File: config.mk
export PLATFORM = sky130hd
export DESIGN_NAME = core_sequencer
export DESIGN_NICKNAME = d
export VERILOG_FILES = /design/src/rtl/core_sequencer.sv
export SDC_FILE = /design/constraint.sdc
export NUM_CORES = 1
export LEC_CHECK = 0
export BUFFER_PORTS_ARGS = -buffer_cell sky130_fd_sc_hd__buf_2
export CAP_MARGIN = 25
export CELL_PAD_IN_SITES_DETAIL_PLACEMENT = 1
export CELL_PAD_IN_SITES_GLOBAL_PLACEMENT = 1
export CORE_ASPECT_RATIO = 1.25
export CORE_UTILIZATION = 40
export CTS_CLUSTER_SIZE = 8
export DETAILED_ROUTE_END_ITERATION = 8
export GPL_ROUTABILITY_DRIVEN = 0
export PLACE_DENSITY = 0.8
export SETUP_SLACK_MARGIN = 0.5
export SLEW_MARGIN = 5
export SYNTH_ARGS = -nofsm -noshare
export SYNTH_HDL_FRONTEND = slang
export SYNTH_SLANG_ARGS = --single-unit
File: constraint.sdc
create_clock -name clk -period 2.6 [get_ports clk]
set_clock_uncertainty 0.2 [all_clocks]
set_input_delay 0.26 -clock clk [delete_from_list [all_inputs] [get_ports clk]]
set_output_delay 0.26 -clock clk [all_outputs]
set_load 0.05 [all_outputs]
File: src/rtl/core_sequencer.sv
// Multi-cycle control sequencer for the RV64 datapath: gates PC, IR, register-file and
// data-memory enables around synchronous BRAM latency, with run/halt control and instret.
module core_sequencer #(
    parameter int unsigned IMEM_LAT = 1,
    parameter int unsigned DMEM_LAT = 1,
    parameter int unsigned WAIT_W   = 3,
    parameter int unsigned CNT_W    = 32
) (
    input  logic             clk,
    input  logic             reset,
    input  logic             run,
    input  logic             halt_req,
    input  logic [6:0]       opcode,
    input  logic             reg_write_dec,
    input  logic             mem_read_dec,
    input  logic             mem_write_dec,
    output logic             pc_en,
    output logic             ir_en,
    output logic             rf_we,
    output logic             dmem_re,
    output logic             dmem_we,
    output logic             retire,
    output logic [2:0]       state,
    output logic             busy,
    output logic             illegal,
    output logic [CNT_W-1:0] instret
);

    typedef enum logic [2:0] {
        StIdle  = 3'd0,
        StFetch = 3'd1,
        StExec  = 3'd2,
        StMem   = 3'd3,
        StWb    = 3'd4,
        StHalt  = 3'd5
    } state_e;

    localparam logic [WAIT_W-1:0] ImemLast = WAIT_W'(IMEM_LAT - 1);
    localparam logic [WAIT_W-1:0] DmemLast = WAIT_W'(DMEM_LAT - 1);

    state_e             state_q, state_d;
    logic [WAIT_W-1:0]  cnt_q, cnt_d;
    logic               illegal_q, illegal_d;
    logic [CNT_W-1:0]   instret_q;
    state_e             boundary;

    function automatic logic is_legal(input logic [6:0] op);
        logic ok;
        case (op)
            7'b0110011, 7'b0010011, 7'b0000011, 7'b0100011, 7'b1100011, 7'b1101111,
            7'b1100111, 7'b0110111, 7'b0010111, 7'b0011011, 7'b0111011: ok = 1'b1;
            default: ok = 1'b0;
        endcase
        return ok;
    endfunction

    always_comb begin
        state_d   = state_q;
        cnt_d     = '0;
        illegal_d = illegal_q;
        pc_en     = 1'b0;
        ir_en     = 1'b0;
        rf_we     = 1'b0;
        dmem_re   = 1'b0;
        dmem_we   = 1'b0;
        retire    = 1'b0;

        if (halt_req) begin
            boundary = StHalt;
        end else if (!run) begin
            boundary = StIdle;
        end else begin
            boundary = StFetch;
        end

        case (state_q)
            StIdle: begin
                if (run && !halt_req) begin
                    state_d = StFetch;
                end
            end
            StFetch: begin
                if (cnt_q == ImemLast) begin
                    ir_en   = 1'b1;
                    state_d = StExec;
                end else begin
                    cnt_d = cnt_q + WAIT_W'(1);
                end
            end
            StExec: begin
                if (!is_legal(opcode)) begin
                    illegal_d = 1'b1;
                    state_d   = StHalt;
                end else if (mem_read_dec || mem_write_dec) begin
                    state_d = StMem;
                end else begin
                    rf_we   = reg_write_dec;
                    pc_en   = 1'b1;
                    retire  = 1'b1;
                    state_d = boundary;
                end
            end
            StMem: begin
                dmem_re = mem_read_dec;
                // A combined read/write decode is a load; the single write lands in cycle 0.
                dmem_we = mem_write_dec && !mem_read_dec && (cnt_q == '0);
                if (cnt_q == DmemLast) begin
                    if (mem_read_dec) begin
                        state_d = StWb;
                    end else begin
                        pc_en   = 1'b1;
                        retire  = 1'b1;
                        state_d = boundary;
                    end
                end else begin
                    cnt_d = cnt_q + WAIT_W'(1);
                end
            end
            StWb: begin
                rf_we   = 1'b1;
                pc_en   = 1'b1;
                retire  = 1'b1;
                state_d = boundary;
            end
            StHalt: begin
                if (!illegal_q && !halt_req) begin
                    state_d = run ? StFetch : StIdle;
                end
            end
            default: state_d = StIdle;
        endcase
    end

    always_ff @(posedge clk or negedge reset) begin
        if (!reset) begin
            state_q   <= StIdle;
            cnt_q     <= '0;
            illegal_q <= 1'b0;
            instret_q <= '0;
        end else begin
            state_q   <= state_d;
            cnt_q     <= cnt_d;
            illegal_q <= illegal_d;
            if (retire) begin
                instret_q <= instret_q + CNT_W'(1);
            end
        end
    end

    assign state   = state_q;
    assign busy    = (state_q == StFetch) || (state_q == StExec) ||
                     (state_q == StMem) || (state_q == StWb);
    assign illegal = illegal_q;
    assign instret = instret_q;

endmodule
==> flow_summary.toml, run 1 <==
[placement]
dp_hpwl_mm = 3.89
portBuffers = 56
dp_cells = 322
dpl-instance-area_mm2 = 0.00254

[routing]
drt_wl_total_mm = 6.50
vias_per_cell = 5.44
vias = 1941
antenna_left = 0
wl_per_cell_um = 18.2
drt_iter0_drc = 37
drc = 0
firstDrtPassIters = 4

[setup_path]
cpPeakStageDelay_ns = 0.43
slowest_stage = "dfrtp_2"
crit_buf_inv = 2
path_class = "register to output port"
arrival_ns = 1.73
crit_path_start_kind = "register"
critical-path-top-delay-family = "flip-flops"
critPathRequiredTime_ns = 2.14
reg2reg_slack_ns = 0.44
critPathCaptureType = "output port"
crit_chain = "and4bb_2 -> o2bb2ai_4 -> a21oi_4 -> clkinvlp_4 -> buf_8"
crit_fanout = 6

[clock_network]
cts.sinks = 39
cts.htree.levels = 2
ctsLongestPathBuffers = 2
clkTransAtPathRegs_ns = 0.07
clk_latency_ns = 0.30
cts_inserted_buffers = 5
cts_tree = "yes"
cts-root-buf = "clkbuf_8"

[pwr]
peakVddDrop_v = 0.000639
power_density_mw_per_mm2 = 923
leakagePower_nw = 1.35

[grt]
grt_max_degree = 40
overflow = 0
first_global_vias = 1934
grt_pass1_wl_mm = 9.27
antenna_found_initial = 0
track_usage_pct = 22.0

[synthesis]
yosys.area.top_type = "dfrtp_1"
synthTopCellsByCount = "dfrtp_1, xor2_1, nor2_1"
syn_area_mm2 = 0.00213
synth.distinct_cells = 43
synth_seq_cells = 39
synth_edf_count = 0
ys_warn_count = 0
synth_top_area_share_pct = 45.9
synth_fp_nets = 226
ys.flop_type = "dfrtp_1"
syn_avg_cell_area_um2 = 10.2
netlist_instances = 209
yosysMostFrequentCell = "dfrtp_1"
synth_area_leaders = "dfrtp_1, xor2_1, nor2_1"
yosysSeqAreaShare_pct = 45.9
synthArstFlopShare_pct = 100

[sta]
setup_viol = 0
max_slew_margin_pct = 41.6
setup_tns_ns = 0
layout_min_cycle_time_ns = 2.19
hold_violations = 0
fmax_mhz = 457
final_max_slew_viol_count = 0
rsz0062_at_grt = "yes"
worstMarginPinSlew_ns = 0.876
min_period_over_period_pct = 84.2

[floorplanning]
die_area_mm2 = 0.00561
ios = 57
rows = 29
core_area_mm2 = 0.00508
start_util_pct = 41.8
die_h_um = 83.5
die_w_um = 67.2

[cells_and_area]
syn_to_final_growth_pct = 47.6
fin_nets = 311
postLayoutCoreUtil_pct = 61.8
final_cell_area_mm2 = 0.00314
diodes = 0
stdcell_count = 357
fill_cells = 566
drive_above_1_share_pct = 51.5

[outcome]
status = "completed"

[job]
maxCapViolations = 0

[min_path]
hold_path.class = "primary input to register"
==> where the power goes <==
part           total, mW  leakage, nW  switching, mW  internal, mW
Sequential         0.837        0.419          0.129         0.709
Combinational       1.53        0.865          0.985         0.548
Clock              0.527       0.0612          0.217         0.311
==> through the flow <==
| step | power [mW] | hold slack, ns | worst slack (ns) |
|---|---|---|---|
| after global placement | 1.98 | 0.232 | 0.312 |
| after global routing | 3.03 | 0.262 | 0.329 |
| after CTS | 2.70 | 0.219 | 0.363 |
| after floorplan | 1.76 | -0.236 | 0.318 |
| after detailed placement | 2.00 | 0.231 | 0.230 |
| final | 2.90 | 0.242 | 0.410 |
==> cells by family after synthesis <==
| logic type | share of synthesized area [%] |
|---|---|
| and+or+nand+nor | 28.1 |
| DFF | 45.9 |
| xor gates and xnor gates | 13.6 |
| AOI/OAI and AO/OA | 5.42 |
| buffers and inverters | 3.77 |
| muxes | 1.47 |
| adders and majority gates | 1.77 |
==> what timing repair did <==
action / in CTS / in global routing
gates resized for setup: 22 / 28
setup endpoints to repair: 34 / 32
hold endpoints to repair: 39 / 0
pin swaps: 0 / 20
hold buffers: 1 / 0
buffers inserted: 10 / 16
==> worst register-to-register path: stages, from the launching register on <==
cell,delay [ns]
dfrtp_2,0.46
nand2b_4,0.18
nor4b_4,0.28
a21oi_4,0.14
buf_4,0.18
buf_6,0.15
nor4_4,0.29
xor2_1,0.21
==> final cells by class <==
type                            instances  area [um2]  area share, %
Timing Repair Buffer                   89         579           18.5
Clock buffer                            6        82.6           2.63
Tap cell                               62        77.6           2.47
Clock inverter                          2        35.0           1.12
Multi-Input combinational cell        153        1340           42.7
Inverter                                6        26.3          0.837
Sequential cell                        39         996           31.7
==> layout by cell type (no fill, tap or decap), types with 2 or more instances in the layout <==
cell type,n
or2_4,2
nand2_1,12
nor2_1,17
buf_4,30
nor4b_2,3
dfrtp_2,16
or3_1,2
o21ai_0,4
clkbuf_8,6
buf_2,50
o211ai_1,2
nor3_1,5
xnor2_1,4
dfrtp_1,23
nor3_2,6
nor4_4,6
nor3b_2,3
nor3b_1,3
mux2i_1,2
and3_1,3
buf_6,5
inv_1,5
nor4b_4,4
nand3_1,9
nand4_1,7
buf_8,2
xor2_1,29
nand2b_1,5
==> sequential cells by signal, summed over array words and instances, names as in the netlist <==
signal	cells
cnt_q	3
state	3
illegal	1
instret	32
==> routing by layer <==
layer	global-route usage, %	wire [um]
met1	24.3	2550
met2	39.5	3660
met3	4.51	208
met4	8.70	78
met5	0	0
==> final timing paths <==
kind | to | startpoint | cells after the start
max | pc_en | state[2] | 5
min | state[2] | halt_req | 3
max reg2reg | instret[31] | state[2] | 7
min reg2reg | instret[12] | instret[12] | 1
max in group asynchronous | instret[1] | reset | 2
min in group asynchronous | instret[31] | reset | 2
(Power assumes the default switching activity.)
==> run 2: changes to the inputs <==
Settings changed: ABC_AREA set to 1, CORE_UTILIZATION 40 to 35, PLACE_DENSITY 0.8 to 0.77.
Clock period 2.6 ns to 2 ns, I/O delays scaled along.
==> run 2 against run 1 <==
The run now ends with negative setup slack left. Hold slack worse by 0.14 ns. Utilization down 10 points. Sequential power up 21%. Sequential cell count unchanged. Final area up 23%. First-iteration DRC count rose to 2.6 times the previous value. Largest cell class unchanged.
==> flow_summary.toml, run 2 <==
[outcome]
status = "finished with violations"
violations = "negative setup slack"

[pwr]
leakagePower_nw = 1.94
peakVddDrop_v = 0.000777
finalPower_mw = 3.51
power_density_mw_per_mm2 = 907

[synthesis]
synth_seq_cells = 39
synth_xor_area_share_pct = 5.07
netlist_instances = 420
synthArstFlopShare_pct = 100
yosys.area.top_type = "dfrtp_1"
syn_area_mm2 = 0.00277
synth-simple-area-share_pct = 50.2
syn_avg_cell_area_um2 = 6.58
yosys.area_share.adder_pct = 1.36
synthTopCellsByCount = "nand2_1, nor2_1, nand3_1"
synth.area.mux_share_pct = 0
ys.flop_type = "dfrtp_1"
synth_area_leaders = "dfrtp_1, nand2_1, nor2_1"
yosysMostFrequentCell = "nand2_1"
synth_edf_count = 0
synth_top_area_share_pct = 35.3
synth.distinct_cells = 25
yosysSeqAreaShare_pct = 35.3
synth_fp_nets = 437
ys_warn_count = 0
synth_top_family_by_area = "simple AND/OR/NAND/NOR gates"
synth_compound_area_share_pct = 2.08

[setup_path]
critPathCaptureType = "output port"
crit_chain = "inv_4 -> nand3_4 -> nor2_4 -> nand4_4 -> o21ai_4 -> buf_6"
crit_buf_inv = 2
crit_fanout = 4
critical-path-top-delay-family = "flip-flops"
critPathRequiredTime_ns = 1.60
path_class = "register to output port"
arrival_ns = 1.60
cpPeakStageDelay_ns = 0.53
slowest_stage = "dfrtp_4"
crit_path_start_kind = "register"

[cells_and_area]
regArea_mm2 = 0.00101
final_common_cell = "nand2_1"
fin_nets = 521
mostFrequentLayoutCells = "nand2_1, nor2_1, buf_2"
multi_input_area_mm2 = 0.00178
postLayoutCoreUtil_pct = 51.3
stdcell_count = 597
syn_to_final_growth_pct = 39.8
largest_reg_flops = 32
drive_above_1_share_pct = 31.3
diodes = 0
fill_cells = 983

[clock_network]
cts_inserted_buffers = 5
cts.htree.levels = 2
cts-root-buf = "clkbuf_8"
cts.sinks = 39
clk_latency_ns = 0.31
ctsLongestPathBuffers = 2
clkTransAtPathRegs_ns = 0.09
cts_tree = "yes"

[floorplanning]
start_util_pct = 36.7
ios = 57
core_area_mm2 = 0.00753
die_area_mm2 = 0.00826
die_h_um = 101
die_w_um = 81.5
rows = 35

[grt]
grt_pass1_wl_mm = 16.1
overflow = 0
first_global_vias = 3167
track_usage_pct = 25.8
grt_max_degree = 33
antenna_found_initial = 0

[sta]
final_max_slew_viol_count = 0
finalWorstSetupSlack_ns = -0.000753
rsz0062_at_grt = "yes"
max_slew_margin_pct = 59.9
fin_hold_ws_ns = 0.102
hold_violations = 0
setup_viol = 1
fmax_mhz = 500
worstMarginPinSlew_ns = 0.601
min_period_over_period_pct = 100
layout_min_cycle_time_ns = 2.00

[routing]
drc = 0
vias_per_cell = 5.12
firstDrtPassIters = 4
drt_iter0_drc = 97
wl_per_cell_um = 16.7
antenna_left = 0
drt_wl_total_mm = 9.95
vias = 3057

[placement]
dp_cells = 565
dp_hpwl_mm = 6.71
portBuffers = 56

[min_path]
hold_path.class = "primary input to register"

[job]
maxCapViolations = 0
## run 2: changes by cell type after synthesis, sizes merged, moves of 15 or more
| cell | delta |
|---|---|
| nand3 | +33 |
| nand3b | +15 |
| nand2 | +184 |
| inv | +18 |
| nor2 | +44 |
| xor2 | -20 |
## run 2: area by class of cell
class	instances	share of cell area, %
timing repair buffer	87	19.6
clock inverter	1	0.194
inverter	24	2.52
clock buffer	7	2.49
multi-input combinational	347	46.1
tap	92	2.98
sequential	39	26.1
## run 2: path summary, 6_finish.rpt
check | cells past startpoint | start | slack (ns) | end
hold / removal | 5 | halt_req | 0.10 | state[2]
setup / recovery | 6 | state[0] | -0.0008 | rf_we
hold reg to reg | 2 | illegal | 0.36 | illegal
min in group asynchronous | 2 | reset | 0.24 | state[1]
setup reg to reg | 9 | state[0] | 0.09 | instret[8]
max in group asynchronous | 3 | reset | 0.70 | instret[14]
## run 2: metrics by stage
stage	instance area (um2)	TNS (ns)	setup WS, ns
final	3870	-0.000753	-0.000753
after global routing	3870	-0.0300	-0.0300
after CTS	3790	0	0.0153
after detailed placement	3280	0	0.161
after global placement	3280	0	0.212
after floorplan	2930	0	0.116
## run 2: worst min-delay path, stage by stage
cell and delay (ns):
buf_2 0.11, nand2_1 0.07, o21ai_2 0.09, nand2_1 0.06
nand2_1 0.06
## run 2: power by group
| part | switching (mW) | internal (mW) |
|---|---|---|
| registers | 0.133 | 0.874 |
| clock network | 0.315 | 0.315 |
| logic | 1.12 | 0.752 |
| total | 1.57 | 1.94 |
## run 2: logic make-up (layout without fill, tap and decap cells)
logic type	Yosys count	in the layout
fa+ha+maj	3	3
xor+xnor	16	16
buf+inv	34	119
flops	39	39
compound gates	9	9
simple gates	319	319
## run 2: timing repair
action | 4_1_cts | 5_1_grt
cloned | 2 | 0
resized for setup | 51 | 19
pin swaps | 8 | 3
setup buffers | 18 | 3
hold endpoints to repair | 22 | 0
hold buffers | 1 | 0
endpoints found under the setup margin | 44 | 52
## run 2: routing by layer
layer  GRT usage [%]  up-vias  wire length (um)
met5               0        -                 0
met4            9.34        0               198
met3            3.78       17               338
met2            47.4       65              5460
met1            29.6     1491              3960
li1                -     1484                 -
